## config.mk

```make
export PLATFORM = sky130hd
export DESIGN_NAME = neopixel_driver
export DESIGN_NICKNAME = d
export VERILOG_FILES = /design/src/rtl/neopixel_driver.sv
export SDC_FILE = /design/constraint.sdc
export NUM_CORES = 1
export LEC_CHECK = 0
export BUFFER_PORTS_ARGS = -buffer_cell sky130_fd_sc_hd__clkbuf_2
export CAP_MARGIN = 10
export CORE_ASPECT_RATIO = 1.25
export CORE_MARGIN = 3
export CORE_UTILIZATION = 60
export CTS_CLUSTER_DIAMETER = 30
export DETAILED_ROUTE_END_ITERATION = 8
export PLACE_DENSITY_LB_ADDON = 0.08
export SETUP_SLACK_MARGIN = 0.05
export SYNTH_ARGS = -nofsm -noshare
export SYNTH_HDL_FRONTEND = slang
export SYNTH_SLANG_ARGS = --single-unit
```

## constraint.sdc

```tcl
create_clock -name clock -period 13.5 [get_ports clock]
set_input_delay 2.7 -clock clock [delete_from_list [all_inputs] [get_ports clock]]
set_output_delay 2.7 -clock clock [all_outputs]
set_load 0.01 [all_outputs]
```

## src/rtl/neopixel_driver.sv

```systemverilog
// WS2812 (NeoPixel) responder: buffers per-pixel colour bytes written by a controller
// and serialises the whole frame, GRB MSB-first, followed by a low latch period.
module neopixel_driver #(
    parameter int unsigned NUM_PIXELS   = 5,
    parameter int unsigned T0H          = 18,
    parameter int unsigned T0L          = 45,
    parameter int unsigned T1H          = 35,
    parameter int unsigned T1L          = 28,
    parameter int unsigned RESET_CYCLES = 2500
) (
    input  logic       clock,
    input  logic       reset,
    input  logic       load_color,
    input  logic [2:0] pixel_index,
    input  logic [1:0] color_index,
    input  logic [7:0] color_level,
    input  logic       send_it,
    output logic       neo_data,
    output logic       ready_to_load,
    output logic       ready_to_send
);
    localparam int unsigned MAX_H  = (T0H > T1H) ? T0H : T1H;
    localparam int unsigned MAX_L  = (T0L > T1L) ? T0L : T1L;
    localparam int unsigned MAX_B  = (MAX_H > MAX_L) ? MAX_H : MAX_L;
    localparam int unsigned MAX_T  = (MAX_B > RESET_CYCLES) ? MAX_B : RESET_CYCLES;
    localparam int unsigned CNT_W  = $clog2(MAX_T + 1);
    localparam int unsigned PIX_W  = (NUM_PIXELS > 1) ? $clog2(NUM_PIXELS) : 1;
    localparam int unsigned BIT_W  = 5;
    localparam int unsigned WORD_W = 24;

    typedef enum logic [1:0] {IDLE, HIGH, LOW, LATCH} state_t;

    state_t              state_q, state_d;
    logic [CNT_W-1:0]    cnt_q, cnt_d;
    logic [BIT_W-1:0]    bit_q, bit_d;
    logic [PIX_W-1:0]    pix_q, pix_d;
    logic [WORD_W-1:0]   shift_q, shift_d;
    logic [WORD_W-1:0]   frame_q [NUM_PIXELS];
    logic [WORD_W-1:0]   frame_d [NUM_PIXELS];
    logic                neo_q, neo_d;
    logic                ready_q, ready_d;
    logic                load_ok;
    logic [WORD_W-1:0]   next_word;
    logic [CNT_W-1:0]    high_last;
    logic [CNT_W-1:0]    low_last;

    // Frame buffer write; each pixel word is stored in wire order {G, R, B}.
    always_comb begin
        frame_d = frame_q;
        load_ok = (state_q == IDLE) && load_color && (color_index != 2'd3);
        for (int unsigned p = 0; p < NUM_PIXELS; p++) begin
            if (load_ok && (pixel_index == 3'(p))) begin
                case (color_index)
                    2'd0:    frame_d[p][15:8]  = color_level;
                    2'd1:    frame_d[p][23:16] = color_level;
                    2'd2:    frame_d[p][7:0]   = color_level;
                    default: frame_d[p]        = frame_q[p];
                endcase
            end
        end
    end

    // Word of the pixel after the current one, and per-bit phase lengths.
    always_comb begin
        next_word = '0;
        for (int unsigned p = 1; p < NUM_PIXELS; p++) begin
            if (pix_q == PIX_W'(p - 1)) begin
                next_word = frame_q[p];
            end
        end
        high_last = shift_q[WORD_W-1] ? CNT_W'(T1H - 1) : CNT_W'(T0H - 1);
        low_last  = shift_q[WORD_W-1] ? CNT_W'(T1L - 1) : CNT_W'(T0L - 1);
    end

    // Next-state and registered-output logic.
    always_comb begin
        state_d = state_q;
        cnt_d   = cnt_q;
        bit_d   = bit_q;
        pix_d   = pix_q;
        shift_d = shift_q;
        neo_d   = neo_q;

        case (state_q)
            IDLE: begin
                // frame_d already holds a same-cycle write, so it is included in pixel 0.
                if (send_it) begin
                    state_d = HIGH;
                    cnt_d   = '0;
                    bit_d   = '0;
                    pix_d   = '0;
                    shift_d = frame_d[0];
                    neo_d   = 1'b1;
                end
            end
            HIGH: begin
                if (cnt_q == high_last) begin
                    state_d = LOW;
                    cnt_d   = '0;
                    neo_d   = 1'b0;
                end else begin
                    cnt_d = cnt_q + CNT_W'(1);
                end
            end
            LOW: begin
                if (cnt_q == low_last) begin
                    cnt_d = '0;
                    if (bit_q == BIT_W'(WORD_W - 1)) begin
                        if (pix_q == PIX_W'(NUM_PIXELS - 1)) begin
                            state_d = LATCH;
                            neo_d   = 1'b0;
                        end else begin
                            state_d = HIGH;
                            pix_d   = pix_q + PIX_W'(1);
                            bit_d   = '0;
                            shift_d = next_word;
                            neo_d   = 1'b1;
                        end
                    end else begin
                        state_d = HIGH;
                        bit_d   = bit_q + BIT_W'(1);
                        shift_d = {shift_q[WORD_W-2:0], 1'b0};
                        neo_d   = 1'b1;
                    end
                end else begin
                    cnt_d = cnt_q + CNT_W'(1);
                end
            end
            LATCH: begin
                if (cnt_q == CNT_W'(RESET_CYCLES - 1)) begin
                    state_d = IDLE;
                    cnt_d   = '0;
                end else begin
                    cnt_d = cnt_q + CNT_W'(1);
                end
            end
            default: begin
                state_d = IDLE;
                cnt_d   = '0;
                neo_d   = 1'b0;
            end
        endcase

        ready_d = (state_d == IDLE);
    end

    always_ff @(posedge clock or posedge reset) begin
        if (reset) begin
            state_q <= IDLE;
            cnt_q   <= '0;
            bit_q   <= '0;
            pix_q   <= '0;
            shift_q <= '0;
            frame_q <= '{default: '0};
            neo_q   <= 1'b0;
            ready_q <= 1'b1;
        end else begin
            state_q <= state_d;
            cnt_q   <= cnt_d;
            bit_q   <= bit_d;
            pix_q   <= pix_d;
            shift_q <= shift_d;
            frame_q <= frame_d;
            neo_q   <= neo_d;
            ready_q <= ready_d;
        end
    end

    assign neo_data      = neo_q;
    assign ready_to_load = ready_q;
    assign ready_to_send = ready_q;

endmodule

```

# [Word-level counts from Yosys, hierarchy flattened]
# Index checks and enable logic that the tools add are counted.
[classes] add_sub_neg=3 mul=0 n_div=0 n_lt_le_gt_ge=0 eq_ne=24 shifts=0 muxes=43 bitwise=0 n_reduce_logical=29
[op_table] op="24-bit 2-to-1 mux" n=9
[op_table] op="12-bit 2-to-1 mux" n=4
[op_table] op="12-bit case mux with 4 select lines" n=1
[op_table] op="24-bit case mux with 2 select lines" n=1
[op_table] op="12-bit by 6-bit == test with 1-bit output" n=2
[op_table] op="8-bit 2-to-1 mux" n=3
[op_table] op="2-bit AND reduction" n=12
[op_table] op="5-bit 2-to-1 mux" n=4
[op_table] op="12-bit by 1-bit adder with 12-bit output, second input constant" n=1
[op_table] op="12-bit == test, second input constant" n=1
[op_table] op="3-bit by 2-bit == test with 1-bit output, second input constant" n=4
[op_table] op="2-bit 2-to-1 mux" n=6
[op_table] op="3-bit 2-to-1 mux" n=4
[op_table] op="6-bit 2-to-1 mux" n=2
[op_table] op="2-bit inequality test, second input constant" n=6
[op_table] op="5-bit case mux with 2 select lines" n=1
[op_table] op="2-bit case mux with 4 select lines" n=1
[op_table] op="4-bit AND reduction" n=2
[op_table] op="1-bit logical AND" n=7
[op_table] op="2-bit == test, second input constant" n=3
[op_table] op="3-bit by 1-bit == test with 1-bit output, second input constant" n=2
[op_table] op="3-bit == test, second input constant" n=2
[op_table] op="2-bit zero test" n=3
[op_table] op="3-bit zero test" n=2
[op_table] op="11 further kinds" n=16
[totals] register_bits=168 latchBits=0 ram_bits=0 mem_bits_ro=0 in_bits=17 output_inout_bits=3 elab_cells=119 mem_count=0

# [Depth between registers and ports, before layout]
[logic_depth] ltp_word=9 mapped_depth=9 ltp_nobuf=7

# [Least setup slack after synthesis]
# OpenSTA, ideal clock, no wires.
[synth_path] path_kind="input port to flip-flop" start="input port color_index[1]" end="register shift_q[18]" setup_time_ps=128 arrival_ps=4397 required_ps=13372 path_slack_ps=8975 cell_stages=5 n_path_buf=0 path_cell_list="or4b_4 > nor4_4 > mux2i_1 > o221ai_1 > mux2_1"
[synth_between] elab_chain_len=6 elab_cells_between_ends=8 cone_classes="2 x eq/ne; 4 x mux; 2 x reduce/logical"
[synth_rtl] item="start: declaration" line_no="15" text="input logic [1:0] color_index,"
[synth_rtl] item="2-bit inequality test" line_no="50" text="load_ok = (state_q == IDLE) && load_color && (color_index != 2'd3);"
[synth_rtl] item="1-bit logical AND" line_no="50"
[synth_rtl] item="1-bit logical AND" line_no="52" text="if (load_ok && (pixel_index == 3'(p))) begin"
[synth_rtl] item="24-bit 2-to-1 mux (*)" line_no="52"
[synth_rtl] item="24-bit 2-to-1 mux (*)" line_no="87" text="if (send_it) begin"
[synth_rtl] item="24-bit case mux with 2 select lines (*)" line_no="84" text="case (state_q)"
[synth_rtl] item="end signal: assignment" line_no="162" text="shift_q <= shift_d;"
[synth_rtl] item="end: declaration" line_no="37" text="logic [WORD_W-1:0] shift_q, shift_d;"
# Mark *: on every way between the ends. The rest lies on a longest branch, timed or not. The select of a mux whose other input is x is not followed.
# A chain may end at the register's enable or synchronous reset.

# [Worst setup path in the final report]
[layout_path] start="input port color_index[1]" end="register shift_q[23]"
# The elaborated chain is that of the path after synthesis.

==> run metrics <==
outcome=finished clean; FMAX=224 MHz; Detail Route met2 WL=9.42 mm; DRT antenna net count=0; Post-CTS Setup Bufs=0; CP top delay family=simple AND/OR/NAND/NOR gates; MaxCap Viol Count=0; CP Launch Type=primary input; initial DRC count=419; crit path DAT=4760 ps; switching share of power=29.1%; EDFF count, synth=0; met1 WL=7.85 mm; GP Congestion=0.812; layout cell share with drive strength beyond 1=27.2%; pins over their slew limit=0; routed length per instance=20.7 µm; Via density=6.34; max layer used=met4; asr flop ratio synth=100%; Worst setup EP type=flip-flop; largest net degree at the start of global routing=87; Critical-path top delay cell=nor4_4; Synth top area share=51.6%; final total power=1440 µW; Internal=1020 µW; fin area=8900 µm²; setup TNS=0 ps; crit-path max FO=8; worst-skew pair later-pin latency=420 ps; Synth Warn #=0; sequential share of power=46.3%; cts repair resizes=0; met3 routed WL=839 µm; total gr overflow=0; WL final=18.6 mm; largest cells by area after synthesis=dfrtp_1, mux2_2, nand2_1; Post-synth top cells=dfrtp_1, mux2_2, nand2_1; initial core utilization=62.5%; CTS max path bufs=2; Crit Path Category=in2reg; dpl cell area=8290 µm²; area of the multi-input gates=3580 µm²; Rows=46; Seq/Total Area, Yosys=52.0%; Yosys cell types=55; CTS tree=built; clock transition at the registers of the reported paths=60 ps; flops & latches, synth=168; ys flop type=dfrtp_1; Pleak=0.00423 µW; Mean Syn Cell Area=11.3 µm²; drt drc=0; hold crit path type=reg2reg; Finished Core Util=68.7%; crit path time final=4460 ps; skew final=5.73 ps; CP cell instances=clkbuf_2 -> or4b_4 -> nor4_4 -> mux2i_1 -> o221ai_1 -> mux2_1; Core ar.=12900 µm²; placed insts=867; Buf/Inv on CP=1; Max H-tree Level=4; Clock power frac=34.2%; CTS sink count=168; vias in the first global route=5912; CTS root buffer=clkbuf_16; Boundary Pins=20; Die Y=136 µm; Setup Viol. Count Final=0; total CTS buffers=17; cell with the most instances after synthesis=dfrtp_1; Tcrit/Tclk final=33.0%; vias after detailed routing=5710; WP data required=13800 ps; Final Hold Fails=0; DP HPWL=11.9 mm; cell accounting for the most synthesized area=dfrtp_1; Total GRT Usage=27.0%; die area=14900 µm²; fillers=962; drt first pass iters=5; Area Overhead vs Synth=10.0%; first-pass GRT wire length=30.5 mm; switching pwr=419 µW; n_diodes=0; Final Net Count=743; port bufs=19; final cell count without fillers=900; unrepaired setup endpoints after global routing=no; Rel. slew slack=17.3%; CP max stage delay=680 ps; Die X=110 µm; Hold Buf Count CTS=0; Worst Tran Pin Value=1240 ps; initial antenna violation count=0; syn nets=741; pwr dens=162 nW/µm²; logic gate share of total power=19.4%; Mapped Area=8090 µm²; cells after synthesis=717; Reg area=4210 µm²; VDD IR max=0.103 mV
-- worst register-to-register path, cell delays in order (launching register included) --
cell and delay (ps):
dfrtp_1 390, ha_1 190, ha_1 880, inv_1 680
o21ai_0 400, o221ai_1 150, mux2_2 280
-- kinds of logic after synthesis --
family                     after synthesis  share of synthesized area, %
AOI/OAI and AO/OA                      135                          11.4
and+or+nand+nor                        170                          10.4
muxes                                  150                          20.5
xor gates and xnor gates                 7                         0.758
DFF                                    168                          52.0
adders and majority gates                7                          1.08
buffers and inverters                   80                          3.93
-- worst paths after layout --
| path | startpoint | endpoint | slack, ps | cells past startpoint |
|---|---|---|---|---|
| worst max-delay path | color_index[1] | shift_q[23]$_DFFE_PP0P_ | 9040 | 6 |
| max in group asynchronous | reset | frame_q[37]$_DFFE_PP0P_ | 9600 | 3 |
| worst max register to register | pix_q[0]$_DFFE_PP0P_ | shift_q[19]$_DFFE_PP0P_ | 10420 | 6 |
| worst min register to register | frame_q[119]$_DFF_PP0_ | frame_q[119]$_DFF_PP0_ | 480 | 2 |
| worst min-delay path | frame_q[119]$_DFF_PP0_ | frame_q[119]$_DFF_PP0_ | 480 | 2 |
| min in group asynchronous | reset | bit_q[2]$_DFFE_PP0P_ | 2380 | 2 |
-- state kept, by name (all words and copies together) (netlist names) --
register       cells
bit_q              5
pix_q              3
state_q            2
shift_q           24
frame_q          120
neo_data           1
ready_to_load      1
cnt_q             12
-- metrics by stage --
step                      setup slack [ps]  hold WS [ps]
after floorplan                       6250           446
after global placement                8630           461
after detailed placement              8570           466
after CTS                             9010           480
after global routing                  8890           498
final                                 9040           481
-- metal layers --
layer,track usage [%],vias to the layer above
li1,-,2592
met1,34.4,2910
met2,44.0,173
met3,5.61,35
met4,12.7,0
met5,0,-
-- power groups by stage --
| stage | sequential [µW] | clock [µW] | combinational [µW] |
|---|---|---|---|
| detailed placement | 673 | 0 | 277 |
| CTS | 665 | 501 | 279 |
| global route | 678 | 520 | 308 |
| finish | 667 | 493 | 280 |
| global placement | 668 | 0 | 268 |
| floorplan | 650 | 0 | 220 |
-- cell type report --
class | count | share of cell area (%)
sequential | 168 | 47.2
multi-input combinational | 469 | 40.2
clock buffer | 23 | 5.59
tap | 168 | 2.36
timing repair buffer | 28 | 1.80
inverter | 35 | 1.53
clock inverter | 9 | 1.26
-- cell usage in the layout, fill, tap and decap left out, drive strengths merged, types with 2 or more instances in the layout --
| cell type | instances |
|---|---|
| dfrtp | 167 |
| mux2 | 123 |
| nand2 | 97 |
| o21ai | 60 |
| clkbuf | 42 |
| inv | 36 |
| mux2i | 27 |
| a221oi | 23 |
| o221ai | 23 |
| nor2 | 15 |
| nand3 | 13 |
| nor3 | 11 |
| buf | 9 |
| ha | 7 |
| xor2 | 6 |
| o31ai | 6 |
| nand2b | 5 |
| a31oi | 5 |
| and3 | 4 |
| a21oi | 4 |
| clkinvlp | 4 |
| nor4 | 4 |
| nor2b | 3 |
| or3 | 3 |
| nand3b | 2 |
| nand4 | 2 |
| o21a | 2 |
| a31o | 2 |
| o22ai | 2 |
| nor4b | 2 |
| o2bb2ai | 2 |
| bufinv | 2 |
| and2 | 2 |
| clkinv | 2 |
No activity file was read; power rests on OpenSTA's default activity.
